<file path="config.mk">
export PLATFORM = sky130hd
export DESIGN_NAME = ltc2666_msg_arbiter
export DESIGN_NICKNAME = d
export VERILOG_FILES = /design/src/rtl/ltc2666_arb_pkg.sv /design/src/rtl/ltc2666_rr_pick.sv /design/src/rtl/ltc2666_msg_arbiter.sv
export SDC_FILE = /design/constraint.sdc
export NUM_CORES = 1
export LEC_CHECK = 0
export CAP_MARGIN = 5
export CELL_PAD_IN_SITES_DETAIL_PLACEMENT = 1
export CELL_PAD_IN_SITES_GLOBAL_PLACEMENT = 1
export CORE_MARGIN = 4
export CORE_UTILIZATION = 24
export DETAILED_ROUTE_END_ITERATION = 12
export HOLD_SLACK_MARGIN = 0.02
export PLACE_DENSITY_LB_ADDON = 0.1
export SYNTH_ARGS = -nofsm -noshare
export SYNTH_HDL_FRONTEND = slang
export SYNTH_SLANG_ARGS = --single-unit
</file>
<file path="constraint.sdc">
create_clock -name clk_i -period 2.05 [get_ports clk_i]
set_input_delay 0.3075 -clock clk_i [delete_from_list [all_inputs] [get_ports clk_i]]
set_output_delay 0.3075 -clock clk_i [all_outputs]
set_load 0.03 [all_outputs]
</file>
<file path="src/rtl/ltc2666_arb_pkg.sv">
// Shared types and constants for the LTC2666 message arbiter.
// Payload widths, FSM state encoding and default watchdog limit.
package ltc2666_arb_pkg;

  localparam int CMD_W          = 4;
  localparam int MASK_W         = 8;
  localparam int DATA_W         = 16;
  localparam int TIMEOUT_CC_DEF = 4096;

  typedef enum logic [1:0] {
    IDLE,
    ISSUE,
    WAIT_DONE
  } arb_state_e;

endpackage

</file>
<file path="src/rtl/ltc2666_rr_pick.sv">
// Combinational round-robin pick: first valid requester at or
// above ptr_i, wrapping past N-1 back to 0.
module ltc2666_rr_pick #(
  parameter  int N  = 4,
  localparam int IW = $clog2(N)
) (
  input  logic [N-1:0]  valid_i,
  input  logic [IW-1:0] ptr_i,
  output logic [IW-1:0] sel_o,
  output logic          any_o
);

  int j;

  // Scan from the far end so the lowest offset from ptr_i wins.
  always_comb begin
    sel_o = '0;
    any_o = 1'b0;
    j     = 0;
    for (int i = N - 1; i >= 0; i--) begin
      j = int'(ptr_i) + i;
      if (j >= N) j = j - N;
      if (valid_i[j]) begin
        sel_o = IW'(j);
        any_o = 1'b1;
      end
    end
  end

endmodule

</file>
<file path="src/rtl/ltc2666_msg_arbiter.sv">
// Round-robin arbiter feeding one LTC2666 DAC message controller.
// Optional watchdog enabled by defining LTC_ARB_WATCHDOG_EN.
module ltc2666_msg_arbiter
  import ltc2666_arb_pkg::*;
#(
  parameter  int N_REQ      = 4,
  parameter  int TIMEOUT_CC = TIMEOUT_CC_DEF,
  localparam int IW         = $clog2(N_REQ)
) (
  input  logic                    clk_i,
  input  logic                    rst_i,
  input  logic [N_REQ-1:0]        req_valid_i,
  output logic [N_REQ-1:0]        req_ready_o,
  input  logic [CMD_W*N_REQ-1:0]  req_cmd_i,
  input  logic [MASK_W*N_REQ-1:0] req_chan_mask_i,
  input  logic [DATA_W*N_REQ-1:0] req_data_i,
  output logic [N_REQ-1:0]        req_done_o,
  output logic [N_REQ-1:0]        req_err_o,
  output logic                    msg_valid_o,
  input  logic                    msg_ready_i,
  output logic [CMD_W-1:0]        msg_cmd_o,
  output logic [MASK_W-1:0]       msg_chan_mask_o,
  output logic [DATA_W-1:0]       msg_data_o,
  input  logic                    done_i,
  input  logic                    err_illegal_i,
  input  logic                    err_echo_i,
  output logic [IW-1:0]           grant_id_o,
  output logic                    active_o,
  output logic                    timeout_o,
  input  logic                    clear_i
);

  arb_state_e        state_q, state_d;
  logic [IW-1:0]     rr_q, rr_d;
  logic [IW-1:0]     grant_q, grant_d;
  logic [CMD_W-1:0]  cmd_q, cmd_d;
  logic [MASK_W-1:0] mask_q, mask_d;
  logic [DATA_W-1:0] data_q, data_d;
  logic [IW-1:0]     sel;
  logic              any_valid;
  logic [IW-1:0]     grant_nxt;

  ltc2666_rr_pick #(.N(N_REQ)) u_pick (
    .valid_i (req_valid_i),
    .ptr_i   (rr_q),
    .sel_o   (sel),
    .any_o   (any_valid)
  );

  assign grant_nxt = (grant_q == IW'(N_REQ - 1)) ?
                     '0 : grant_q + 1'b1;

`ifdef LTC_ARB_WATCHDOG_EN
  localparam int CW = $clog2(TIMEOUT_CC);
  logic [CW-1:0] cnt_q;
  logic          tmo_q;
  logic          tmo_w;

  // A done_i in the expiry cycle still completes normally.
  assign tmo_w = (state_q != IDLE) &&
                 (cnt_q == CW'(TIMEOUT_CC - 1)) &&
                 !((state_q == WAIT_DONE) && done_i);

  always_ff @(posedge clk_i) begin
    if (rst_i) begin
      cnt_q <= '0;
      tmo_q <= 1'b0;
    end else begin
      cnt_q <= (state_q == IDLE) ? '0 : cnt_q + 1'b1;
      if (tmo_w)        tmo_q <= 1'b1;
      else if (clear_i) tmo_q <= 1'b0;
    end
  end

  assign timeout_o = tmo_q;
`else
  logic unused_wd;
  assign unused_wd = clear_i | (TIMEOUT_CC == 0);
  assign timeout_o = 1'b0;
`endif

  always_comb begin
    state_d     = state_q;
    rr_d        = rr_q;
    grant_d     = grant_q;
    cmd_d       = cmd_q;
    mask_d      = mask_q;
    data_d      = data_q;
    req_ready_o = '0;
    req_done_o  = '0;
    req_err_o   = '0;
    msg_valid_o = 1'b0;
    unique case (state_q)
      IDLE: begin
        if (any_valid) begin
          req_ready_o[sel] = 1'b1;
          grant_d = sel;
          cmd_d   = req_cmd_i[sel*CMD_W +: CMD_W];
          mask_d  = req_chan_mask_i[sel*MASK_W +: MASK_W];
          data_d  = req_data_i[sel*DATA_W +: DATA_W];
          state_d = ISSUE;
        end
      end
      ISSUE: begin
        msg_valid_o = 1'b1;
        if (msg_ready_i) state_d = WAIT_DONE;
      end
      WAIT_DONE: begin
        if (done_i) begin
          req_done_o[grant_q] = 1'b1;
          req_err_o[grant_q]  = err_illegal_i | err_echo_i;
          rr_d    = grant_nxt;
          state_d = IDLE;
        end
      end
      default: state_d = IDLE;
    endcase
`ifdef LTC_ARB_WATCHDOG_EN
    if (tmo_w) begin
      msg_valid_o         = 1'b0;
      req_done_o          = '0;
      req_err_o           = '0;
      req_done_o[grant_q] = 1'b1;
      req_err_o[grant_q]  = 1'b1;
      rr_d                = grant_nxt;
      state_d             = IDLE;
    end
`endif
  end

  always_ff @(posedge clk_i) begin
    if (rst_i) begin
      state_q <= IDLE;
      rr_q    <= '0;
      grant_q <= '0;
      cmd_q   <= '0;
      mask_q  <= '0;
      data_q  <= '0;
    end else begin
      state_q <= state_d;
      rr_q    <= rr_d;
      grant_q <= grant_d;
      cmd_q   <= cmd_d;
      mask_q  <= mask_d;
      data_q  <= data_d;
    end
  end

  assign msg_cmd_o       = cmd_q;
  assign msg_chan_mask_o = mask_q;
  assign msg_data_o      = data_q;
  assign grant_id_o      = grant_q;
  assign active_o        = (state_q != IDLE);

endmodule

</file>
# --- Word-level counts from Yosys, hierarchy flattened ---
# Index checks and enable logic that the tools add are counted.
totals:
  register_bits: 34
  latch_bits: 0
  ram_bits: 0
  mem_bits_ro: 0
  in_bits: 123
  out_inout_bits: 45
  elab_cells: 84
  mem_count: 0
classes:
  n_addsub: 8
  multipliers: 0
  n_div: 0
  n_lt_le_gt_ge: 12
  eq_ne: 6
  n_shift: 3
  muxes: 40
  bitwise: 2
  reduce_logical: 7
op_table:
  columns: ["op", "count"]
  rows:
  - ["$lt 32x4->1 const B", 4]
  - ["$mux 32", 4]
  - ["$ge 32x4->1 const B", 3]
  - ["$sub 32x4->32 const B", 3]
  - ["$shiftx 64x7->16", 1]
  - ["$shiftx 32x6->8", 1]
  - ["$mux 4", 6]
  - ["$mux 2", 8]
  - ["$shiftx 16x5->4", 1]
  - ["$mux 1", 15]
  - ["$bmux 1 s2", 4]
  - ["$add 2x2->3 const B", 2]
  - ["$lt 2x3->1 const B", 2]
  - ["$ne 2x2->1 const B", 3]
  - ["$pmux 2 s3", 1]
  - ["$and 4x4->4", 1]
  - ["$demux 1 s2", 2]
  - ["$eq 2x2->1 const B", 2]
  - ["$ge 2x1->1 const B", 2]
  - ["$reduce_and 2->1", 2]
  - ["$sub 2x3->4 const B", 1]
  - ["$add 2x1->3 const B", 1]
  - ["$ge 2x3->1 const B", 1]
  - ["$reduce_and 3->1", 1]
  - ["6 further kinds", 7]

# --- Logic depth before layout (Yosys ltp) ---
# Gate-level depths: netlist (run 1).
depth:
  word_depth: 16
  depth_mapped: 7
  mapped_depth_nobuf: 5

# --- Hierarchy ---
# From an unflattened synthesis (run 1), not the netlist that was laid out.
unflattened:
  hier_cells: 164
  area_unflattened_um2: 2050.7
modules_own_cells:
  columns: ["module", "instances", "cells_per_inst", "area_each_um2", "seq_area_each_um2"]
  rows:
  - ["ltc2666_msg_arbiter", 1, 151, 1973.1, 680.7]
  - ["ltc2666_rr_pick", 1, 13, 77.6, 0.0]

# --- Worst setup path after synthesis (run 1) ---
# No wires, ideal clock.
synth_timing:
  path_type: "reg2out"
  start: "register state_q[0]"
  end: "output req_ready_o[0]"
  arrival_time_ps: 2148
  t_required_ps: 1742
  path_slack_ps: -405
  path_stages_with_launch: 7
  path_buffers: 3
  cell_sequence: "dfxtp_1 or2_1 a31o_2 buf_2 buf_1 clkbuf_1 nor3_1"
synth_via:
  elab_chain_len: 2
synth_rtl:
  columns: ["item", "line_no", "text"]
  rows:
  - ["from (decl)", "ltc2666_msg_arbiter.sv:33", "arb_state_e state_q, state_d;"]
  - ["from (signal assigned)", "ltc2666_msg_arbiter.sv:140", "state_q <= state_d;"]
  - ["$logic_not 2->1", "ltc2666_msg_arbiter.sv:93", "unique case (state_q)"]
  - ["$mux 4", "ltc2666_msg_arbiter.sv:93", null]
  - ["to (decl)", "ltc2666_msg_arbiter.sv:13", "output logic [N_REQ-1:0] req_ready_o,"]
# No other way between the ends.

# --- Worst setup path after layout (run 1) ---
layout_timing:
  start: "input req_valid_i[3]"
  end: "output req_ready_o[2]"
layout_via:
  elab_chain_len: 13
  word_cells_on_any_way: 27
  classes_between: "order compare (2); mux (24); reduce/logical (1)"
layout_rtl:
  columns: ["item", "line_no", "text"]
  rows:
  - ["from (decl)", "ltc2666_msg_arbiter.sv:12", "input logic [N_REQ-1:0] req_valid_i,"]
  - ["$bmux 1 s2", "ltc2666_rr_pick.sv:23", "if (valid_i[j]) begin"]
  - ["$mux 1 (implied by the code) (2 in a row)", "ltc2666_rr_pick.sv:23", null]
  - ["$mux 2 (4 in a row)", "ltc2666_rr_pick.sv:23", null]
  - ["$lt 2x3->1 (implied by the code) / $ge 2x1->1 (equally long branches)", "ltc2666_msg_arbiter.sv:96", "req_ready_o[sel] = 1'b1;"]
  - ["$logic_and 1x1->1 (implied by the code)", "ltc2666_msg_arbiter.sv:96", null]
  - ["$mux 1 (implied by the code)", "ltc2666_msg_arbiter.sv:96", null]
  - ["$demux 1 s2", "ltc2666_msg_arbiter.sv:96", null]
  - ["$mux 4 (*)", "ltc2666_msg_arbiter.sv:95", "if (any_valid) begin"]
  - ["$mux 4 (*)", "ltc2666_msg_arbiter.sv:93", null]
# Mark *: on every way between the ends. The rest lies on a longest branch, timed or not. The select of a mux whose other input is x is not followed.

==> impl_metrics.py, run 1 <==
metrics = {
    "status": {
        "status": "finished, final reports clean",
    },
    "routing": {
        "avgRoutedWirePerCell_um": 17.0,
        "drt_wl_total_um": 9750,
        "final_antenna_net_count": 0,
        "vias": 2752,
        "drt_iter0_markers": 67,
        "dr.pass1.iters": 4,
        "drc_errors": 0,
        "drt-vias-per-instance": 4.79,
    },
    "pwr": {
        "powerDensity_mw_per_mm2": 535,
        "ir_worst_vdd_v": 0.000280,
        "leakagePower_nw": 1.80,
    },
    "sta": {
        "drv_slew": 0,
        "setup_slack_ns": 0.0477,
        "period_share_pct": 97.7,
        "rsz0062_at_grt": "false",
        "worst_clock_skew_ns": 0.00961,
        "final_hold_viol_count": 0,
        "whs_ns": 0.505,
        "layout_min_cycle_time_ns": 2.00,
        "setup_viol": 0,
        "fmax_mhz": 499,
    },
    "synthesis": {
        "yosysTopAreaCellShare_pct": 28.9,
        "netlist_top_cells_area": "dfxtp_1, mux2i_1, mux2_2",
        "synth_edf_count": 0,
        "yosysTopAreaCell": "dfxtp_1",
        "synthArstFlopShare_pct": 0,
        "syn_nets": 389,
        "ys_ff_latch": 34,
        "yosys_warnings": 0,
        "yosysSeqAreaShare_pct": 28.9,
        "synthFlopType": "dfxtp_1",
        "avgSynthCellArea_um2": 8.98,
        "syn_area_mm2": 0.00235,
        "netlist_instances": 262,
        "synth_cell_type_count": 38,
    },
    "critical_path": {
        "critPathCaptureType": "output pin",
        "cp_max_fo": 9,
        "crit_slowest_cell": "clkdlybuf4s50_1",
        "regToRegStartpoint": "rr_q[1]",
        "startpoint_type": "primary input",
        "r2r_slack_ns": 0.14,
        "critPathMaxStageDelay_ns": 0.49,
        "worst-endpoint-arrival_ns": 1.69,
        "reg2reg_depth": 6,
        "cp_num_buf_inv": 3,
        "regToRegEndpoint": "msg_chan_mask_o[3]",
        "critical_path_class": "in -> out",
        "critPathRequiredTime_ns": 1.74,
        "path_cells": "clkdlybuf4s50_1, inv_1, a31o_2, nand3b_1, nor2_4, buf_4",
        "cp_top_family": "buffers and inverters",
    },
    "cells_and_area": {
        "fin_util_pct": 48.0,
        "drive_above_1_share_pct": 20.4,
        "fin_cells": 575,
        "syn_to_final_growth_pct": 91.4,
        "mostFrequentLayoutCell": "clkdlybuf4s50_1",
        "nNetsFinal": 573,
        "final_cell_mix": "clkdlybuf4s50_1, buf_4, dfxtp_1",
        "antenna_cells": 0,
    },
    "place": {
        "dp_hpwl_um": 7910,
        "placement.io_buffers": 165,
        "place.gp.congestion": 0.755,
        "dp.cells": 564,
        "pre_cts_ws_ns": -0.192,
    },
    "min_path": {
        "worst_hold_path.endpoint": "msg_data_o[1]",
        "hold-path-cell-count": 2,
        "hold_path.class": "reg -> reg",
        "worstHoldStart": "msg_data_o[1]",
    },
    "floorplanning": {
        "initial_utilization_pct": 25.1,
        "dieArea_mm2": 0.0114,
        "fp-row-count": 35,
        "placeableCoreArea_mm2": 0.00937,
        "ioPinCount": 168,
        "die_h_um": 107,
        "die_x_um": 107,
    },
    "cts": {
        "cts.path.max_buffers": 2,
        "ctsHoldBuffers": 0,
        "cts_tree": "yes",
        "clock-root-buffer": "clkbuf_8",
        "cts_made_buffers": 5,
        "cts_sinks": 34,
        "cts.clk_slew.worst_paths_ns": 0.07,
        "htreeDepth": 2,
        "clk-insertion-delay-late_ns": 0.29,
    },
    "job": {
        "maxCapViolations": 0,
    },
    "global_routing": {
        "grt_overflow": 0,
        "grt_first_pass_wirelength_um": 15300,
        "grt_max_degree": 22,
        "grt_pass1_vias": 2892,
        "grt_util_all_layers_pct": 16.6,
        "antenna_found_initial": 0,
    },
}
per-layer routing:
layer | track usage (%) | vias up | part of all wire [%]
met4 | 2.74 | 0 | 0.57
met2 | 29.7 | 102 | 50
met3 | 6.14 | 6 | 9.9
li1 | - | 1344 | -
met1 | 19.0 | 1300 | 40
met5 | 0 | - | 0
synth_stat cells (9+ instances only):
cell type  count
a31oi_1       16
mux2_2        16
nor2_1        10
clkbuf_1       9
o221ai_1      11
nand2b_1      18
nand3_1       16
o211a_1       16
o21ai_0       16
dfxtp_1       34
nand3b_1      13
mux2i_1       27
per-stage QoR:
stage	setup TNS (ns)	power (mW)	instance area, um2
final	0	2.41	4500
after floorplan	0	1.35	2390
after detailed placement	-5.22	1.94	4340
after CTS	0	2.46	4490
after global placement	-4.62	1.92	4340
after global routing	0	2.56	4500
cell type report:
cell class | instances | area, um2
timing repair buffer | 200 | 1950
tap | 129 | 161
fill | 1096 | 4870
multi-input combinational | 201 | 1610
clock buffer | 5 | 68.8
clock inverter | 2 | 10.0
sequential | 34 | 686
inverter | 4 | 15.0
worst max path at each step:
| stage | start | end | slack, ns | depth (start not counted) |
|---|---|---|---|---|
| finish | req_valid_i[3] | req_ready_o[2] | 0.05 | 6 |
| global route | req_valid_i[3] | req_ready_o[2] | 0.0002 | 6 |
| CTS | rr_q[1] | req_ready_o[1] | 0.03 | 6 |
| detailed placement | req_valid_i[1] | msg_chan_mask_o[3] | -0.19 | 6 |
| global placement | req_valid_i[1] | msg_cmd_o[2] | -0.16 | 7 |
| floorplan | state_q[0] | req_ready_o[0] | 0.003 | 6 |
worst min-delay path, stage by stage (launching register included):
cell	delay, ns
dfxtp_1	0.33
nand3b_1	0.08
o221ai_1	0.06
cell families (layout without fill, tap and decap cells):
| family | Yosys count | in the layout | share of synthesized area, % |
|---|---|---|---|
| DFF | 34 | 34 | 28.9 |
| AOI/OAI and AO/OA | 71 | 71 | 23.0 |
| and+or+nand+nor | 82 | 82 | 20.7 |
| buffers and inverters | 27 | 211 | 5.96 |
| muxes | 43 | 43 | 19.1 |
| other | 1 | 1 | 0.159 |
| adders and majority gates | 4 | 4 | 2.13 |
power by group:
part	switching, mW	total, mW	internal, mW
clock	0.255	0.483	0.228
sequential	0.0419	0.782	0.741
combinational	0.529	1.14	0.616
sequential cells by signal (all words and copies together) (netlist names):
name,flops
msg_data_o,16
msg_chan_mask_o,8
msg_cmd_o,4
grant_id_o,2
rr_q,2
state_q,2
timing repair:
action / 4_1_cts / 5_1_grt
setup buffers: 3 / 1
resized for setup: 14 / 3
setup endpoints to repair: 4 / 2
pin swaps: 3 / 2
Note: power is estimated with default switching activity, not from simulation.
==> inputs of run 2 (changes only) <==
Settings changed: SLEW_MARGIN from default to 20.
==> results of run 2 <==
No change in the layout: final DEF, timing and power equal those of run 1.
==> inputs of run 3 (changes only) <==
Settings changed: CORE_UTILIZATION 24 to 23, SYNTH_HIERARCHICAL from default to 1.
==> run 3 against run 2 <==
Compared with the run above:
- maximum frequency down 0.12%
- setup slack worse by 0.0025 ns
- combinational power down 13%
- die area down 8.4%
- non-clock buffer count down 12
- total power down 4.4%
- clock skew down 0.0037 ns
- global-route usage down 0.97 points
- critical path type is now reg -> reg
==> impl_metrics.py, run 3 <==
metrics = {
    "sta": {
        "whs_ns": 0.479,
        "fin_tns_setup_ns": 0,
        "worst_clock_skew_ns": 0.00587,
        "rsz0062_at_grt": "true",
        "period_share_pct": 97.8,
        "layout_min_cycle_time_ns": 2.00,
        "setup_viol": 0,
        "final_hold_viol_count": 0,
        "fmax_mhz": 499,
        "setup_slack_ns": 0.0452,
        "drv_slew": 0,
    },
    "place": {
        "dp_hpwl_um": 6610,
        "place.gp.congestion": 0.732,
        "dpl_cell_area_mm2": 0.00389,
        "pre_cts_ws_ns": -0.357,
        "placement.io_buffers": 165,
        "dp.cells": 438,
    },
    "min_path": {
        "worstHoldStart": "msg_data_o[9]",
        "worst_hold_path.endpoint": "msg_data_o[9]",
        "hold-path-cell-count": 1,
        "hold_path.class": "reg -> reg",
    },
    "synthesis": {
        "netlist_top_cells_area": "dfxtp_1, mux4_2, a22o_1",
        "synthArstFlopShare_pct": 0,
        "netlist_instances": 164,
        "synth_edf_count": 0,
        "synth_most_common_cell": "dfxtp_1",
        "syn_nets": 291,
        "yosysTopAreaCellShare_pct": 33.2,
        "synth_cell_type_count": 30,
        "avgSynthCellArea_um2": 12.5,
        "synth_commonest_cells": "dfxtp_1, a22o_1, mux4_2",
        "yosys_warnings": 6,
        "yosysSeqAreaShare_pct": 33.2,
        "syn_area_mm2": 0.00205,
        "synthFlopType": "dfxtp_1",
        "ys_ff_latch": 34,
        "yosysTopAreaCell": "dfxtp_1",
    },
    "routing": {
        "drt-vias-per-instance": 4.72,
        "drc_errors": 0,
        "avgRoutedWirePerCell_um": 18.6,
        "drt_wl_total_um": 8440,
        "final_antenna_net_count": 0,
        "dr.pass1.iters": 4,
        "vias": 2139,
        "drt_iter0_markers": 25,
    },
    "pwr": {
        "internal-power_mw": 1.59,
        "ir_worst_vdd_v": 0.000233,
        "clkPwrFrac_pct": 23.1,
        "total_power_mw": 2.30,
        "switchingPower_uw": 717,
        "combinationalPowerShare_pct": 43.0,
        "p_sw_share_pct": 31.1,
        "leakagePower_nw": 1.59,
        "powerDensity_mw_per_mm2": 560,
        "seqPwrFrac_pct": 33.8,
    },
    "cts": {
        "cts.clk_slew.worst_paths_ns": 0.08,
        "cts.path.max_buffers": 2,
        "clk-insertion-delay-late_ns": 0.29,
        "clock-root-buffer": "clkbuf_8",
        "htreeDepth": 2,
        "ctsHoldBuffers": 0,
        "cts_made_buffers": 5,
        "cts_tree": "yes",
        "cts_sinks": 34,
    },
    "global_routing": {
        "antenna_found_initial": 0,
        "grt_util_all_layers_pct": 15.6,
        "grt_first_pass_wirelength_um": 12600,
        "grt_max_degree": 29,
        "grt_pass1_vias": 2289,
        "grt_overflow": 0,
    },
    "critical_path": {
        "cp_max_fo": 6,
        "reg2reg_depth": 6,
        "critPathRequiredTime_ns": 2.23,
        "regToRegStartpoint": "rr_q[1]",
        "critical_path_class": "reg -> reg",
        "regToRegEndpoint": "msg_data_o[11]",
        "worst-endpoint-arrival_ns": 2.18,
        "startpoint_type": "flip-flop",
        "critPathCaptureType": "flip-flop",
        "r2r_slack_ns": 0.05,
    },
    "cells_and_area": {
        "nFillCells": 935,
        "final_area_mm2": 0.00412,
        "fin_cells": 453,
        "syn_to_final_growth_pct": 101,
        "largest_reg_flops": 16,
        "fin_util_pct": 47.4,
        "mostFrequentLayoutCell": "clkdlybuf4s50_1",
        "drive_above_1_share_pct": 24.9,
        "final_cell_mix": "clkdlybuf4s50_1, dfxtp_1, mux4_2, a22o_1, buf_4",
        "antenna_cells": 0,
        "nNetsFinal": 471,
    },
    "floorplanning": {
        "fp-row-count": 34,
        "initial_utilization_pct": 23.6,
        "die_h_um": 102,
        "die_x_um": 102,
        "placeableCoreArea_mm2": 0.00868,
        "ioPinCount": 168,
        "dieArea_mm2": 0.0105,
    },
    "job": {
        "maxCapViolations": 0,
    },
    "status": {
        "status": "finished, final reports clean",
    },
}
run 3: cell types whose count changed after synthesis, sizes merged, moves of 16 or more:
cell and delta:
mux2 -16, mux4 +28, nand3 -16, o21ai -16
a31oi -16, mux2i -25, a22o +28, o211a -16
run 3: layout make-up:
| cell class | instances | area [um2] | share of cell area, % |
|---|---|---|---|
| timing repair buffer | 188 | 1910 | 46.4 |
| multi-input combinational | 113 | 1290 | 31.3 |
| sequential | 34 | 686 | 16.7 |
| tap | 108 | 135 | 3.28 |
| clock buffer | 7 | 86.3 | 2.10 |
| inverter | 2 | 7.51 | 0.182 |
| clock inverter | 1 | 5.00 | 0.122 |
run 3: kinds of logic (layout without fill, tap and decap cells):
group                    count (synthesis)  after routing  synth area share, %
adder cells (fa/ha/maj)                  4              4                 2.44
buffers and inverters                   17            198                 6.16
flip-flops                              34             34                 33.2
AO/OA/AOI/OAI                           36             36                 14.4
other                                    1              1                0.183
AND/OR/NAND/NOR                         42             42                 11.9
multiplexers                            30             30                 31.7
run 3: power groups by stage:
stage	clock network, mW	logic, mW	registers [mW]
2_1_floorplan	0	0.338	0.928
3_3_place_gp	0	0.955	0.794
3_5_place_dp	0	0.964	0.796
4_1_cts	0.557	0.998	0.781
5_1_grt	0.575	1.05	0.790
6_report	0.533	0.991	0.780
run 3: critical path: stages, from the launching register on:
cell	delay (ns)
dfxtp_4	0.37
mux2i_2	0.16
a211oi_4	0.34
buf_6	0.18
clkbuf_16	0.16
mux4_2	0.49
a22o_1	0.19
run 3: how the worst max path moves through the flow:
stage	startpoint	endpoint	slack [ns]
detailed placement	req_valid_i[3]	msg_data_o[14]	-0.36
CTS	rr_q[1]	msg_data_o[13]	-0.01
global placement	req_valid_i[3]	msg_data_o[14]	-0.33
global route	rr_q[1]	req_ready_o[0]	-0.03
finish	rr_q[1]	msg_data_o[11]	0.05
floorplan	rr_q[0]	req_ready_o[0]	0.02
run 3: layer usage:
layer / share of wire (%) / vias up / GRT usage (%)
met3: 7.5 / 7 / 3.82
met2: 52 / 82 / 27.8
met1: 39 / 1050 / 18.8
li1: - / 1000 / -
met5: 0 / - / 0
met4: 1.2 / 0 / 3.53
run 3: repair_timing:
item                                    4_1_cts  5_1_grt
endpoints found under the setup margin       14       33
gates cloned                                  1        1
buffers inserted                              4        1
resized for setup                            12        7
pin swaps                                     4        3
